==> src/rtl/fp_div_seq_if.sv <==
// fp_div_seq_if: start/done request bus for the sequential floating-point divider.
// The master drives the operands and start; the slave returns status and the registered quotient.
interface fp_div_seq_if #(
    parameter int unsigned NEXP = 5,
    parameter int unsigned NSIG = 10
);
    localparam int unsigned W = NEXP + NSIG + 1;
    localparam int unsigned LAST_FLAG = 6;

    logic                 start;
    logic [W-1:0]         a;
    logic [W-1:0]         b;
    logic                 busy;
    logic                 done;
    logic [W-1:0]         q;
    logic [LAST_FLAG-1:0] qFlags;

    modport master (output start, a, b, input busy, done, q, qFlags);
    modport slave  (input start, a, b, output busy, done, q, qFlags);
endinterface

==> src/rtl/fp_div_seq.sv <==
// fp_div_seq: sequential restoring radix-2 IEEE-754 divider (q = a / b) with constant latency.
// Define FP_DIV_RNE_EN for round-to-nearest-even (one extra cycle); the default build truncates.
module fp_div_seq #(
    parameter int unsigned NEXP = 5,
    parameter int unsigned NSIG = 10
) (
    input logic         clk,
    input logic         rst,
    fp_div_seq_if.slave bus
);
    localparam int unsigned W   = NEXP + NSIG + 1;
    localparam int unsigned EW  = NEXP + 3;
    localparam int unsigned SGW = NSIG + 1;
    localparam int unsigned RW  = NSIG + 2;
`ifdef FP_DIV_RNE_EN
    localparam int unsigned QW  = NSIG + 3;
`else
    localparam int unsigned QW  = NSIG + 2;
`endif
    localparam int unsigned CW  = $clog2(QW);
    localparam int unsigned SW  = $clog2(NSIG + 2);
    localparam int unsigned NFLAG     = 6;
    localparam int unsigned SNAN      = 0;
    localparam int unsigned QNAN      = 1;
    localparam int unsigned INFINITY  = 2;
    localparam int unsigned ZERO      = 3;
    localparam int unsigned SUBNORMAL = 4;
    localparam int unsigned NORMAL    = 5;

    localparam int BIAS = (1 << (NEXP - 1)) - 1;
    localparam logic signed [EW-1:0] ONE_E  = EW'(1);
    localparam logic signed [EW-1:0] BIAS_E = EW'(BIAS);
    localparam logic signed [EW-1:0] EMIN_E = EW'(1 - BIAS);
    localparam logic signed [EW-1:0] EMAX_E = EW'(BIAS);
    localparam logic signed [EW-1:0] ZLIM_E = EW'(1 - BIAS - int'(NSIG));

    typedef enum logic [2:0] {IDLE, LOAD, DIV, NORM, FIN} stateT;

    stateT                  state, stateNext;
    logic                   busyReg, doneReg;
    logic [W-1:0]           qReg;
    logic [NFLAG-1:0]       qFlagsReg;
    logic [W-1:0]           aReg, bReg;
    logic                   sign;
    logic [SGW-1:0]         bSig;
    logic [RW-1:0]          rem;
    logic [QW-1:0]          qraw;
    logic signed [EW-1:0]   eq;
    logic [CW-1:0]          iterCnt;
    logic                   special;
    logic [W-1:0]           specQ;
    logic [NFLAG-1:0]       specFlags;
    logic [SGW-1:0]         sigR;
    logic signed [EW-1:0]   eR;

    // Position of the leading one as a left-shift amount that restores the hidden bit.
    function automatic logic [SW-1:0] leadShift(input logic [SGW-1:0] s);
        leadShift = '0;
        for (int i = 0; i <= int'(NSIG); i++)
            if (s[i]) leadShift = SW'(int'(NSIG) - i);
    endfunction

    // One restoring step: {quotient bit, shifted partial remainder}.
    function automatic logic [RW:0] divStep(input logic [RW-1:0] r, input logic [SGW-1:0] d);
        logic          ge;
        logic [RW-1:0] diff;
        ge      = r >= RW'(d);
        diff    = ge ? r - RW'(d) : r;
        divStep = {ge, RW'(diff << 1)};
    endfunction

    // Operand classification from the captured operands.
    logic [NEXP-1:0] aExp, bExp;
    logic [NSIG-1:0] aFrac, bFrac;
    logic aNan, bNan, aSnan, bSnan, aQnan, bQnan, aInf, bInf, aZero, bZero;

    assign aExp  = aReg[W-2:NSIG];
    assign bExp  = bReg[W-2:NSIG];
    assign aFrac = aReg[NSIG-1:0];
    assign bFrac = bReg[NSIG-1:0];
    assign aNan  = (&aExp) & (|aFrac);
    assign bNan  = (&bExp) & (|bFrac);
    assign aSnan = aNan & ~aFrac[NSIG-1];
    assign bSnan = bNan & ~bFrac[NSIG-1];
    assign aQnan = aNan & aFrac[NSIG-1];
    assign bQnan = bNan & bFrac[NSIG-1];
    assign aInf  = (&aExp) & ~(|aFrac);
    assign bInf  = (&bExp) & ~(|bFrac);
    assign aZero = ~(|aExp) & ~(|aFrac);
    assign bZero = ~(|bExp) & ~(|bFrac);

    // Subnormal operands are normalised so the divider always sees a set hidden bit.
    logic [SW-1:0]        aShift, bShift;
    logic [SGW-1:0]       aSigRaw, bSigRaw, aSigN, bSigN;
    logic signed [EW-1:0] aE, bE;
    logic [RW:0]          firstStep, iterStep;

    always_comb begin
        aSigRaw   = {|aExp, aFrac};
        bSigRaw   = {|bExp, bFrac};
        aShift    = leadShift(aSigRaw);
        bShift    = leadShift(bSigRaw);
        aSigN     = SGW'(aSigRaw << aShift);
        bSigN     = SGW'(bSigRaw << bShift);
        aE        = $signed(EW'((aExp == '0) ? NEXP'(1) : aExp)) - BIAS_E - $signed(EW'(aShift));
        bE        = $signed(EW'((bExp == '0) ? NEXP'(1) : bExp)) - BIAS_E - $signed(EW'(bShift));
        firstStep = divStep(RW'(aSigN), bSigN);
        iterStep  = divStep(rem, bSig);
    end

    // Special-operand result, resolved in LOAD and held until FIN.
    logic             specHit;
    logic [W-1:0]     specVal;
    logic [NFLAG-1:0] specFl;

    always_comb begin
        specHit = 1'b1;
        specVal = {sign, {(W-1){1'b0}}};
        specFl  = '0;
        if (aSnan) begin
            specVal = aReg;
            specFl[SNAN] = 1'b1;
        end else if (bSnan) begin
            specVal = bReg;
            specFl[SNAN] = 1'b1;
        end else if (aQnan) begin
            specVal = aReg;
            specFl[QNAN] = 1'b1;
        end else if (bQnan) begin
            specVal = bReg;
            specFl[QNAN] = 1'b1;
        end else if ((aInf & bInf) | (aZero & bZero)) begin
            specVal = {sign, {NEXP{1'b1}}, 1'b1, {(NSIG-1){1'b0}}};
            specFl[QNAN] = 1'b1;
        end else if (aInf | bZero) begin
            specVal = {sign, {NEXP{1'b1}}, {NSIG{1'b0}}};
            specFl[INFINITY] = 1'b1;
        end else if (aZero | bInf) begin
            specFl[ZERO] = 1'b1;
        end else begin
            specHit = 1'b0;
        end
    end

    // Normalise the raw quotient: its leading one sits at weight 2^0 or 2^-1.
    logic [SGW-1:0]       sigN;
    logic signed [EW-1:0] eN;

`ifdef FP_DIV_RNE_EN
    logic [SGW-1:0]       keep;
    logic                 guardBit, stickyBit;
    logic [SGW:0]         rounded;
    logic signed [EW-1:0] eBase;

    always_comb begin
        keep      = qraw[QW-1] ? qraw[QW-1:2] : qraw[QW-2:1];
        guardBit  = qraw[QW-1] ? qraw[1] : qraw[0];
        stickyBit = (|rem) | (qraw[QW-1] & qraw[0]);
        eBase     = qraw[QW-1] ? eq : eq - ONE_E;
        rounded   = {1'b0, keep} + (SGW+1)'(guardBit & (stickyBit | keep[0]));
        if (rounded[SGW]) begin
            sigN = rounded[SGW:1];
            eN   = eBase + ONE_E;
        end else begin
            sigN = rounded[SGW-1:0];
            eN   = eBase;
        end
    end
`else
    always_comb begin
        sigN = qraw[QW-1] ? qraw[QW-1:1] : qraw[QW-2:0];
        eN   = qraw[QW-1] ? eq : eq - ONE_E;
    end
`endif

    // Range the exponent into zero, subnormal, infinity or normal.
    logic [W-1:0]     finQ;
    logic [NFLAG-1:0] finFlags;
    logic [EW-1:0]    shamt;

    always_comb begin
        shamt    = EW'(EMIN_E - eR);
        finQ     = {sign, {(W-1){1'b0}}};
        finFlags = '0;
        if (special) begin
            finQ     = specQ;
            finFlags = specFlags;
        end else if (eR < ZLIM_E) begin
            finFlags[ZERO] = 1'b1;
        end else if (eR < EMIN_E) begin
            finQ = {sign, {NEXP{1'b0}}, NSIG'(sigR >> shamt)};
            finFlags[SUBNORMAL] = 1'b1;
        end else if (eR > EMAX_E) begin
            finQ = {sign, {NEXP{1'b1}}, {NSIG{1'b0}}};
            finFlags[INFINITY] = 1'b1;
        end else begin
            finQ = {sign, NEXP'(eR + BIAS_E), sigR[NSIG-1:0]};
            finFlags[NORMAL] = 1'b1;
        end
    end

    always_ff @(posedge clk) begin
        if (rst) state <= IDLE;
        else     state <= stateNext;
    end

    always_comb begin
        stateNext = state;
        unique case (state)
            IDLE:    if (bus.start) stateNext = LOAD;
            LOAD:    stateNext = DIV;
            DIV:     if (iterCnt == '0) stateNext = NORM;
            NORM:    stateNext = FIN;
            FIN:     stateNext = IDLE;
            default: stateNext = IDLE;
        endcase
    end

    // Datapath; LOAD also performs the first restoring step so latency stays NSIG+4.
    always_ff @(posedge clk) begin
        if (rst) begin
            busyReg   <= 1'b0;
            doneReg   <= 1'b0;
            qReg      <= '0;
            qFlagsReg <= '0;
            aReg      <= '0;
            bReg      <= '0;
            sign      <= 1'b0;
            bSig      <= '0;
            rem       <= '0;
            qraw      <= '0;
            eq        <= '0;
            iterCnt   <= '0;
            special   <= 1'b0;
            specQ     <= '0;
            specFlags <= '0;
            sigR      <= '0;
            eR        <= '0;
        end else begin
            doneReg <= 1'b0;
            case (state)
                IDLE: if (bus.start) begin
                    aReg    <= bus.a;
                    bReg    <= bus.b;
                    sign    <= bus.a[W-1] ^ bus.b[W-1];
                    busyReg <= 1'b1;
                end
                LOAD: begin
                    bSig      <= bSigN;
                    rem       <= firstStep[RW-1:0];
                    qraw      <= QW'(firstStep[RW]);
                    eq        <= aE - bE;
                    iterCnt   <= CW'(QW - 2);
                    special   <= specHit;
                    specQ     <= specVal;
                    specFlags <= specFl;
                end
                DIV: begin
                    rem     <= iterStep[RW-1:0];
                    qraw    <= {qraw[QW-2:0], iterStep[RW]};
                    iterCnt <= iterCnt - CW'(1);
                end
                NORM: begin
                    sigR <= sigN;
                    eR   <= eN;
                end
                FIN: begin
                    qReg      <= finQ;
                    qFlagsReg <= finFlags;
                    doneReg   <= 1'b1;
                    busyReg   <= 1'b0;
                end
                default: ;
            endcase
        end
    end

    assign bus.busy   = busyReg;
    assign bus.done   = doneReg;
    assign bus.q      = qReg;
    assign bus.qFlags = qFlagsReg;
endmodule

==> src/flat_wrapper.sv <==
// flat-port wrapper written by rule: the top's interface ports become plain ports
module fp_div_seq_flat 
#(
    parameter int unsigned NEXP = 5,
    parameter int unsigned NSIG = 10
)
  (clk, rst, bus_start, bus_a, bus_b, bus_busy, bus_done, bus_q, bus_qFlags);
  fp_div_seq_if #(.NEXP(NEXP), .NSIG(NSIG)) bus_i ();
  input logic clk;
  input logic rst;
  input wire logic [$bits(bus_i.start)-1:0] bus_start;
  input wire logic [$bits(bus_i.a)-1:0] bus_a;
  input wire logic [$bits(bus_i.b)-1:0] bus_b;
  output wire logic [$bits(bus_i.busy)-1:0] bus_busy;
  output wire logic [$bits(bus_i.done)-1:0] bus_done;
  output wire logic [$bits(bus_i.q)-1:0] bus_q;
  output wire logic [$bits(bus_i.qFlags)-1:0] bus_qFlags;
  assign bus_i.start = bus_start;
  assign bus_i.a = bus_a;
  assign bus_i.b = bus_b;
  assign bus_busy = bus_i.busy;
  assign bus_done = bus_i.done;
  assign bus_q = bus_i.q;
  assign bus_qFlags = bus_i.qFlags;
  fp_div_seq #(.NEXP(NEXP), .NSIG(NSIG)) u_core (.clk(clk), .rst(rst), .bus(bus_i));
endmodule
==> config.mk <==
export PLATFORM = sky130hd
export DESIGN_NAME = fp_div_seq_flat
export DESIGN_NICKNAME = d
export VERILOG_FILES = /design/src/rtl/fp_div_seq_if.sv /design/src/rtl/fp_div_seq.sv /design/src/flat_wrapper.sv
export SDC_FILE = /design/constraint.sdc
export NUM_CORES = 1
export LEC_CHECK = 0
export BUFFER_PORTS_ARGS = -buffer_cell sky130_fd_sc_hd__buf_2
export CAP_MARGIN = 0
export CORE_ASPECT_RATIO = 1.2
export CORE_MARGIN = 2
export CORE_UTILIZATION = 25
export DETAILED_ROUTE_END_ITERATION = 16
export PLACE_DENSITY = 0.48
export SLEW_MARGIN = 40
export SYNTH_ARGS = -nofsm -noshare
export SYNTH_HDL_FRONTEND = slang
export SYNTH_SLANG_ARGS = --single-unit
==> constraint.sdc <==
create_clock -name clk -period 10.45 [get_ports clk]
set_input_delay 1.045 -clock clk [delete_from_list [all_inputs] [get_ports clk]]
set_output_delay 1.045 -clock clk [all_outputs]
set_load 0.02 [all_outputs]
---- Yosys cells after proc, flatten, opt, wreduce, memory -nomap -nowiden ----
Cells that the tools add are included.
word-level totals
  flip-flop bits (word level) ............. 147
  input port bits ......................... 35
cells by class
  add/subtract/negate cells ............... 11
  magnitude comparators ................... 5
  equality and inequality tests ........... 6
  shift-type cells ........................ 3
  multiplexer cells ....................... 76
  bitwise logic cells ..................... 22
  reduce and logical (&&, ||, !) cells .... 15
operators by type and width
  kind                   count
  $mux W4                23
  $mux W16               5
  $mux W15               5
  $pmux W12 S2           2
  $mux W11               3
  $mux W1                23
  $shl A11 B4 Y11        2
  $sub A11 B11 Y11       2
  $reduce_or A10 Y1      2
  $sub A8 B5 Y8          2
  $sub A8 B5 Y8 const B  2
  $and A1 B1 Y1          12
  $ge A12 B11 Y1         1
  $mux W3                4
  $pmux W3 S4            1
  $ge A11 B11 Y1         1
  $shr A11 B8 Y10        1
  $logic_not A5 Y1       2
  $mux W2                5
  $mux W5                2
  $reduce_and A5 Y1      2
  $reduce_or A5 Y1       2
  $gt A8 B5 Y1 const B   1
  $lt A8 B5 Y1 const B   1
  21 further kinds       32

---- Longest topological paths before layout ----
Gate-level depths: netlist of the first run.
  depth after elaboration ................. 15
  mapped depth ............................ 18
  mapped depth without buffers ............ 17

---- Worst setup path before layout of the first run ----
Ideal clock, no wire load.
  kind .................................... flip-flop to flip-flop
  start ................................... register u_core.bReg[2]
  end ..................................... register u_core.rem[1]
  arrival time ............................ 3.982 ns
  data required time ...................... 10.371 ns
  slack ................................... 6.389 ns
  cell stages (with the launch flop) ...... 18
  clock period less this slack ............ 4.061 ns
  cell sequence ........................... dfxtp_1 > buf_2 > nand2b_1 > a21oi_1 > o21ba_2 > o31a_1 > inv_2 > mux2_2 > a221oi_1 > or2_2 > ha_1 > and4_1 > a41o_1 > o31ai_2 > and2_1 > clkbuf_1 > mux2_2 > a211oi_2
between the ends
  longest elaborated chain between the ends .. 13
  elaborated cells on any way between the ends .. 14
  those cells by class .................... add/sub: 1; order compare: 1; shift: 1; mux: 11
ends and longest elaborated chain
  what                                                       RTL line                            source
  start: declaration                                         fp_div_seq.sv:43                    logic [W-1:0] aReg, bReg;
  start signal: assignment                                   fp_div_seq.sv:244                   bReg <= bus.b;
  $mux W4 (9 in a row)                                       fp_div_seq.sv:60                    if (s[i]) leadShift = SW'(int'(NSIG) - i);
  $shl A11 B4 Y11 (*)                                        fp_div_seq.sv:104                   bSigN = SGW'(bSigRaw << bShift);
  $sub A11 B11 Y11 / $ge A11 B11 Y1 (equally long branches)  fp_div_seq.sv:68, fp_div_seq.sv:67
  $mux W11 (*)                                               fp_div_seq.sv:68                    diff = ge ? r - RW'(d) : r;
  $pmux W12 S2 (*)                                           fp_div_seq.sv:241                   case (state)
  end signal: assignment                                     fp_div_seq.sv:250                   rem <= firstStep[RW-1:0];
  end signal: assignment                                     fp_div_seq.sv:259                   rem <= iterStep[RW-1:0];
  end: declaration                                           fp_div_seq.sv:46                    logic [RW-1:0] rem;
Mark *: on every way between the ends. The rest lies on a longest branch, timed or not. The select of a mux whose other input is x is not followed.
A chain may end at the register's enable or synchronous reset.

---- Worst setup path after layout of the first run ----
Same ends and word-level chain as after synthesis.

==> impl_results.md, run 1 <==
* Run status: finished clean
* Worst hold-check path type: reg -> reg
* Routability cong. at 0.868
* GRT met3 Usage at 2.34%
* Setup WS post-layout at 6.01 ns
* Post-route clock period utilization at 42.5%
* PD cells at 243 mW/mm^2
* Number of global-route vias before repair at 8,280
* Leakage power at 3.81 nW
* Share of cells above drive strength 1 at 13.3%
* CP dominant cell by count: mux2_2
* Rows at 77
* Post-synth cell types at 94
* CP max FO at 9
* Nets at 1,245
* Max Freq at 225 MHz
* Post-cts repair resize count at 0
* Worst slew pin tran at 0.780 ns
* Initial Utilization at 25.3%
* Post-Layout Cell Count at 1,651
* Ys Warns at 0
* Initial antenna violation count at 0
* Ranking of synthesized cells by area: dfxtp_1, nand2_1, nor2_1, a21oi_1, ha_1
* Grt met1 use at 19.2%
* Syn Area/Cell at 7.96 um^2
* Max cap viols at 0
* Finished Cell Area at 0.0105 mm^2
* Root Buffer Master: clkbuf_16
* Wirelength per Cell at 17.0 um
* FFs w/ async S/R, synth at 0%
* Gr ovfl total at 0
* CTS clk-pin slew, worst paths at 0.07 ns
* Via count at 8,513
* FILL cells at 3,939
* Synth-to-layout area growth at 12.8%
* Worst-path cell chain: nand2b_1 -> a21oi_1 -> o21ba_2 -> o31a_1 -> inv_2 -> mux2_2 -> a221oi_1 -> ha_1 -> and4_1 -> a41o_1 -> o31ai_2 -> and2_1 -> mux2_2 -> a211oi_2
* CP Capture Type: flip-flop
* Worst hold slack at 0.456 ns
* Slowest CP cell: a221oi_1
* Max incr delay on CP at 0.52 ns
* Post-Syn Instances at 1,165
* Setup bufs post-CTS at 0
* Total clock sinks at 146
* Slew Limit Headroom at 48.0%
* Drt first pass iters at 5
* Final hold viol count at 0
* Buffer and inverter count on the worst path at 1
* Net Count, Synth at 1,246
* Fin crit period at 4.44 ns
* Hold_buf cts at 0
* GR Util met2 at 24.2%
* Yosys reg bits at 146
* Die Wd at 180 um
* Power, Total at 2.54 mW
* Port bufs at 58
* TritonCTS buffer count at 17
* Launch point of the worst reg-to-reg path: u_core.bReg[2]
* Pre-CTS WS at 5.99 ns
* Maximum vdd drop at 105 uV
* Arr. time, crit path at 4.80 ns
* Launch point of the worst path: u_core.bReg[2]
* Max Slew Vio Count at 0
* H-Tree Depth at 4
* Core Region at 0.0367 mm^2
* Post-route ant nets at 0
* I/O pins at 59
* Cell area after synthesis at 0.00927 mm^2
* Layout Utilization at 28.5%
* DRT Wirelength at 28.1 mm
* Initial DRC Count at 612
* Inst Count DP at 1,619
* Clk_skew at 0.0149 ns
* Worst Hold Launch: u_core.bus.qFlags[1]
* TNS Setup at 0 ns
* Cell area after placement at 0.00988 mm^2
* Die height at 215 um
* Routed vias/inst at 5.16
* WS Path Type: reg -> reg
* First-pass GRT wire length at 45.6 mm
* Leading area contributor after synthesis: dfxtp_1
* Top cell type's share of synthesized area at 31.5%
* Sequential area share after synthesis at 31.5%
* Post-synth EDFFs at 0
* Largest net degree at the start of global routing at 75
* Area of the multi-input gates at 0.00579 mm^2
* Setup violations, final at 0
* DRC viols at 0
* Crit path max-delay family: compound AO/OA/AOI/OAI gates
* Ant. Diodes at 0
* Clk buf depth at 2
* Gr usage total at 14.5%
* HPWL after DPL at 20.8 mm
* Die area at 0.0387 mm^2
* CP required at 10.80 ns
* Sequential Area at 0.00292 mm^2
* CTS tree: yes
* Top Usage Layer GRT: met2
* Skew-Pair Late Insertion Delay at 0.43 ns
* Top_reg_cell synth: dfxtp_1
* RSZ-0062 raised after global routing: false
* CP Launch Type: flip-flop
==> cell type report <==
class,instances,area share [%]
clock inverters,14,1.33
multi-input cells,874,55.4
flip-flops and latches,146,28.0
repair buffers,67,3.48
clock buffers,18,4.10
well taps,474,5.67
inverters,58,2.08
==> power by group <==
| group | total, mW | internal [mW] | leakage [nW] | switching [mW] |
|---|---|---|---|---|
| clock network | 0.608 | 0.335 | 0.276 | 0.273 |
| logic | 1.24 | 0.513 | 2.34 | 0.731 |
| registers | 0.692 | 0.618 | 1.19 | 0.0731 |
| total | 2.54 | 1.47 | 3.81 | 1.08 |
==> final timing paths <==
kind | end | slack [ns] | cells past startpoint
worst max-delay path | u_core.rem[1] | 6.01 | 14
worst min-delay path | u_core.bus.qFlags[1] | 0.46 | 2
worst max register to register | u_core.rem[1] | 6.01 | 14
worst min register to register | u_core.bus.qFlags[1] | 0.46 | 2
==> cell usage after synthesis (13+ instances only) <==
| cell type | instances |
|---|---|
| dfxtp_1 | 146 |
| nand2_1 | 129 |
| nor2_1 | 125 |
| a21oi_1 | 91 |
| clkbuf_1 | 68 |
| inv_1 | 55 |
| nor3_1 | 42 |
| ha_1 | 36 |
| a211oi_1 | 35 |
| a221oi_1 | 34 |
| mux2i_1 | 31 |
| nand3_1 | 24 |
| xnor2_1 | 23 |
| a22oi_1 | 22 |
| o21ai_0 | 22 |
| mux2_2 | 16 |
| or3_1 | 14 |
| and3_1 | 13 |
| nor2b_1 | 13 |
| o21a_1 | 13 |
==> kinds of logic (layout without fill, tap and decap cells) <==
| group | count (synthesis) | after routing | synth area share (%) |
|---|---|---|---|
| buf+inv | 145 | 157 | 6.31 |
| fa+ha+maj | 46 | 46 | 7.02 |
| flops | 146 | 146 | 31.5 |
| mux | 49 | 49 | 5.78 |
| compound gates | 324 | 324 | 24.9 |
| xor+xnor | 28 | 28 | 2.64 |
| simple gates | 427 | 427 | 21.8 |
==> worst reg2reg max path, cell delays in order (launching register included) <==
cell and delay, ns:
dfxtp_1 0.47, nand2b_1 0.15, a21oi_1 0.06, o21ba_2 0.21, o31a_1 0.31, inv_2 0.18, mux2_2 0.38, a221oi_1 0.52
ha_1 0.39, and4_1 0.21, a41o_1 0.24, o31ai_2 0.31, and2_1 0.37, mux2_2 0.39, a211oi_2 0.20
==> state kept, by name, summed over array words and instances (netlist names), 3 cells and up <==
register	flops
u_core.specQ	16
u_core.specFlags	4
u_core.bus.qFlags	6
u_core.rem	11
u_core.aReg	16
u_core.iterCnt	4
u_core.bus.q	16
u_core.bSig	11
u_core.state	3
u_core.sigR	11
u_core.eq	8
u_core.qraw	12
u_core.eR	8
u_core.bReg	16
==> cell usage in the layout, fill, tap and decap left out, drive strengths merged, types with 11 or more instances in the layout <==
master	instances
o31ai	12
xnor2	23
inv	65
a22oi	22
mux2	16
or3	14
ha	36
a221oi	35
nand2	130
a211oi	38
nor2b	13
nor3	45
o21a	13
nand3	24
a21oi	93
mux2i	31
and2	11
nor2	125
dfxtp	146
or2	11
buf	67
o21ai	25
and3	14
o211ai	11
clkbuf	18
==> routing by layer <==
layer  vias up  routed length (um)
met5         -                   0
met4         0                 612
met3        33                1110
met2       195               13500
met1      4057               12900
li1       4228                   -
Power figures use the tool's default switching activity.
==> run 2, diff against run 1 <==
- PLACE_DENSITY: 0.48 -> 0.49
- clock period: 10.45 -> 3.8 ns (I/O delays scaled with it)
==> impl_results.md, run 2 (synthesis gave the netlist of run 1 again) <==
* Run status: finished clean
* Post-Layout Cell Count at 1,804
* FILL cells at 3,907
* Hold Path Sink: u_core.aReg[11]
* Worst hold-check path type: in -> reg
* Max cap viols at 0
* Max Slew Vio Count at 0
* H-Tree Depth at 4
* Worst Hold Launch: bus_a[11]
* Share of cells above drive strength 1 at 27.6%
* TritonCTS buffer count at 17
* Worst slew pin tran at 0.743 ns
* Gr ovfl total at 0
* Initial Utilization at 25.3%
* Most frequent cells in the layout: buf_4, dfxtp_1, nand2_1, nor2_1, a21oi_1
* Root Buffer Master: clkbuf_16
* Die area at 0.0387 mm^2
* Layout Utilization at 32.9%
* Gr usage total at 15.2%
* Die height at 215 um
* Initial antenna violation count at 0
* Hold path cells at 3
* Via count at 9,033
* Post-route ant nets at 0
* Die Wd at 180 um
* Skew-Pair Late Insertion Delay at 0.44 ns
* Port bufs at 58
* Routability cong. at 0.895
* Buffer and inverter count on the worst path at 2
* Maximum vdd drop at 292 uV
* Cells on worst reg2reg path at 15
* CP required at 4.09 ns
* Routed vias/inst at 5.01
* I/O pins at 59
* Rows at 77
* Worst hold slack at 0.165 ns
* Max incr delay on CP at 0.39 ns
* Total clock sinks at 146
* Fin crit period at 3.72 ns
* Crit path max-delay family: compound AO/OA/AOI/OAI gates
* DRC viols at 0
* Leakage power at 4.66 nW
* Arr. time, crit path at 4.02 ns
* Reg-to-Reg End: u_core.rem[2]
* Max Freq at 268 MHz
* R2R Setup Slk at 0.08 ns
* Worst-path cell chain: nor4_4 -> nand2_2 -> a211o_1 -> inv_2 -> a221oi_1 -> a221oi_4 -> o21a_1 -> ha_1 -> and4_1 -> a41o_1 -> o31ai_4 -> and2_4 -> buf_4 -> mux2i_1 -> o22ai_1
* Core Region at 0.0367 mm^2
* Post-route clock period utilization at 98.0%
* CP max FO at 6
* Hold_buf cts at 0
* Setup violations, final at 0
* Inst Count DP at 1,764
* Slew Limit Headroom at 50.0%
* CTS tree: yes
* Ant. Diodes at 0
* Wirelength per Cell at 16.4 um
* RSZ-0062 raised after global routing: true
* First-pass GRT wire length at 47.7 mm
* Number of global-route vias before repair at 8,780
* Synth-to-layout area growth at 30.1%
* Largest net degree at the start of global routing at 82
* WS Path Type: reg -> reg
* HPWL after DPL at 22.6 mm
* Clk_skew at 0.0227 ns
* Launch point of the worst reg-to-reg path: u_core.aReg[14]
* Pre-CTS WS at -0.302 ns
* CP Capture Type: flip-flop
* Final hold viol count at 0
* CTS clk-pin slew, worst paths at 0.07 ns
* Leading cell type in the layout, fill and taps excluded: buf_4
* PD cells at 675 mW/mm^2
* Initial DRC Count at 654
* Slowest CP cell: nor4_4
* Drt first pass iters at 5
* Setup WS post-layout at 0.0752 ns
* Nets at 1,399
* CP Launch Type: flip-flop
* DRT Wirelength at 29.5 mm
* Clk buf depth at 2
## run 2: final cells by class
type	count	area [um^2]	area share, %
clock buffer	18	429	3.56
clock inverter	13	128	1.06
inverter	58	220	1.82
multi-input combinational	874	6200	51.4
sequential	146	2930	24.3
tap	474	593	4.91
timing repair buffer	221	1570	13.0
## run 2: per-layer routing
layer | routed length (um) | GRT usage [%] | share of wire [%] | vias to the layer above
met2 | 14600 | 26.1 | 49 | 163
li1 | - | - | - | 4532
met5 | 0 | 0 | 0 | -
met4 | 344 | 3.96 | 1.2 | 0
met1 | 13700 | 19.6 | 46 | 4312
met3 | 925 | 2.81 | 3.1 | 26
## run 2: what timing repair did
item                       in CTS  in global routing
buffers inserted                1                  8
setup endpoints to repair      10                 17
resized for setup              14                 74
pin swaps                       4                 29
## run 2: worst max path at each step
| stage | from | end | slack (ns) | cells after the start |
|---|---|---|---|---|
| 2_1_floorplan | u_core.bReg[2] | u_core.rem[8] | 0.005 | 17 |
| 3_3_place_gp | u_core.bReg[3] | u_core.rem[11] | -0.41 | 16 |
| 3_5_place_dp | u_core.bReg[3] | u_core.rem[11] | -0.30 | 16 |
| 4_1_cts | u_core.bReg[3] | u_core.rem[11] | 0.006 | 16 |
| 5_1_grt | u_core.bReg[2] | u_core.rem[11] | -0.07 | 18 |
| 6_report | u_core.aReg[14] | u_core.rem[2] | 0.08 | 15 |
## run 2: worst reg2reg max path, delay by kind of cell (launching register included)
| family | cells | cell delay (ns) |
|---|---|---|
| flops | 1 | 0.35 |
| buf+inv | 2 | 0.26 |
| compound gates | 7 | 1.59 |
| mux | 1 | 0.20 |
| simple gates | 4 | 0.92 |
| fa+ha+maj | 1 | 0.25 |
## run 2: power by group
part | switching [mW] | internal (mW) | total, mW
clock network | 0.733 | 0.909 | 1.64
registers | 0.159 | 1.70 | 1.86
logic | 2.39 | 2.25 | 4.65
total | 3.28 | 4.87 | 8.15
## run 2: stage by stage
step	total power [mW]	setup TNS [ns]	instance area (um^2)
after floorplan	4.59	0	9350
after global placement	6.02	-1.17	11000
after detailed placement	6.04	-0.903	11000
after CTS	7.81	0	11700
after global routing	8.73	-0.417	12100
final	8.15	0	12100
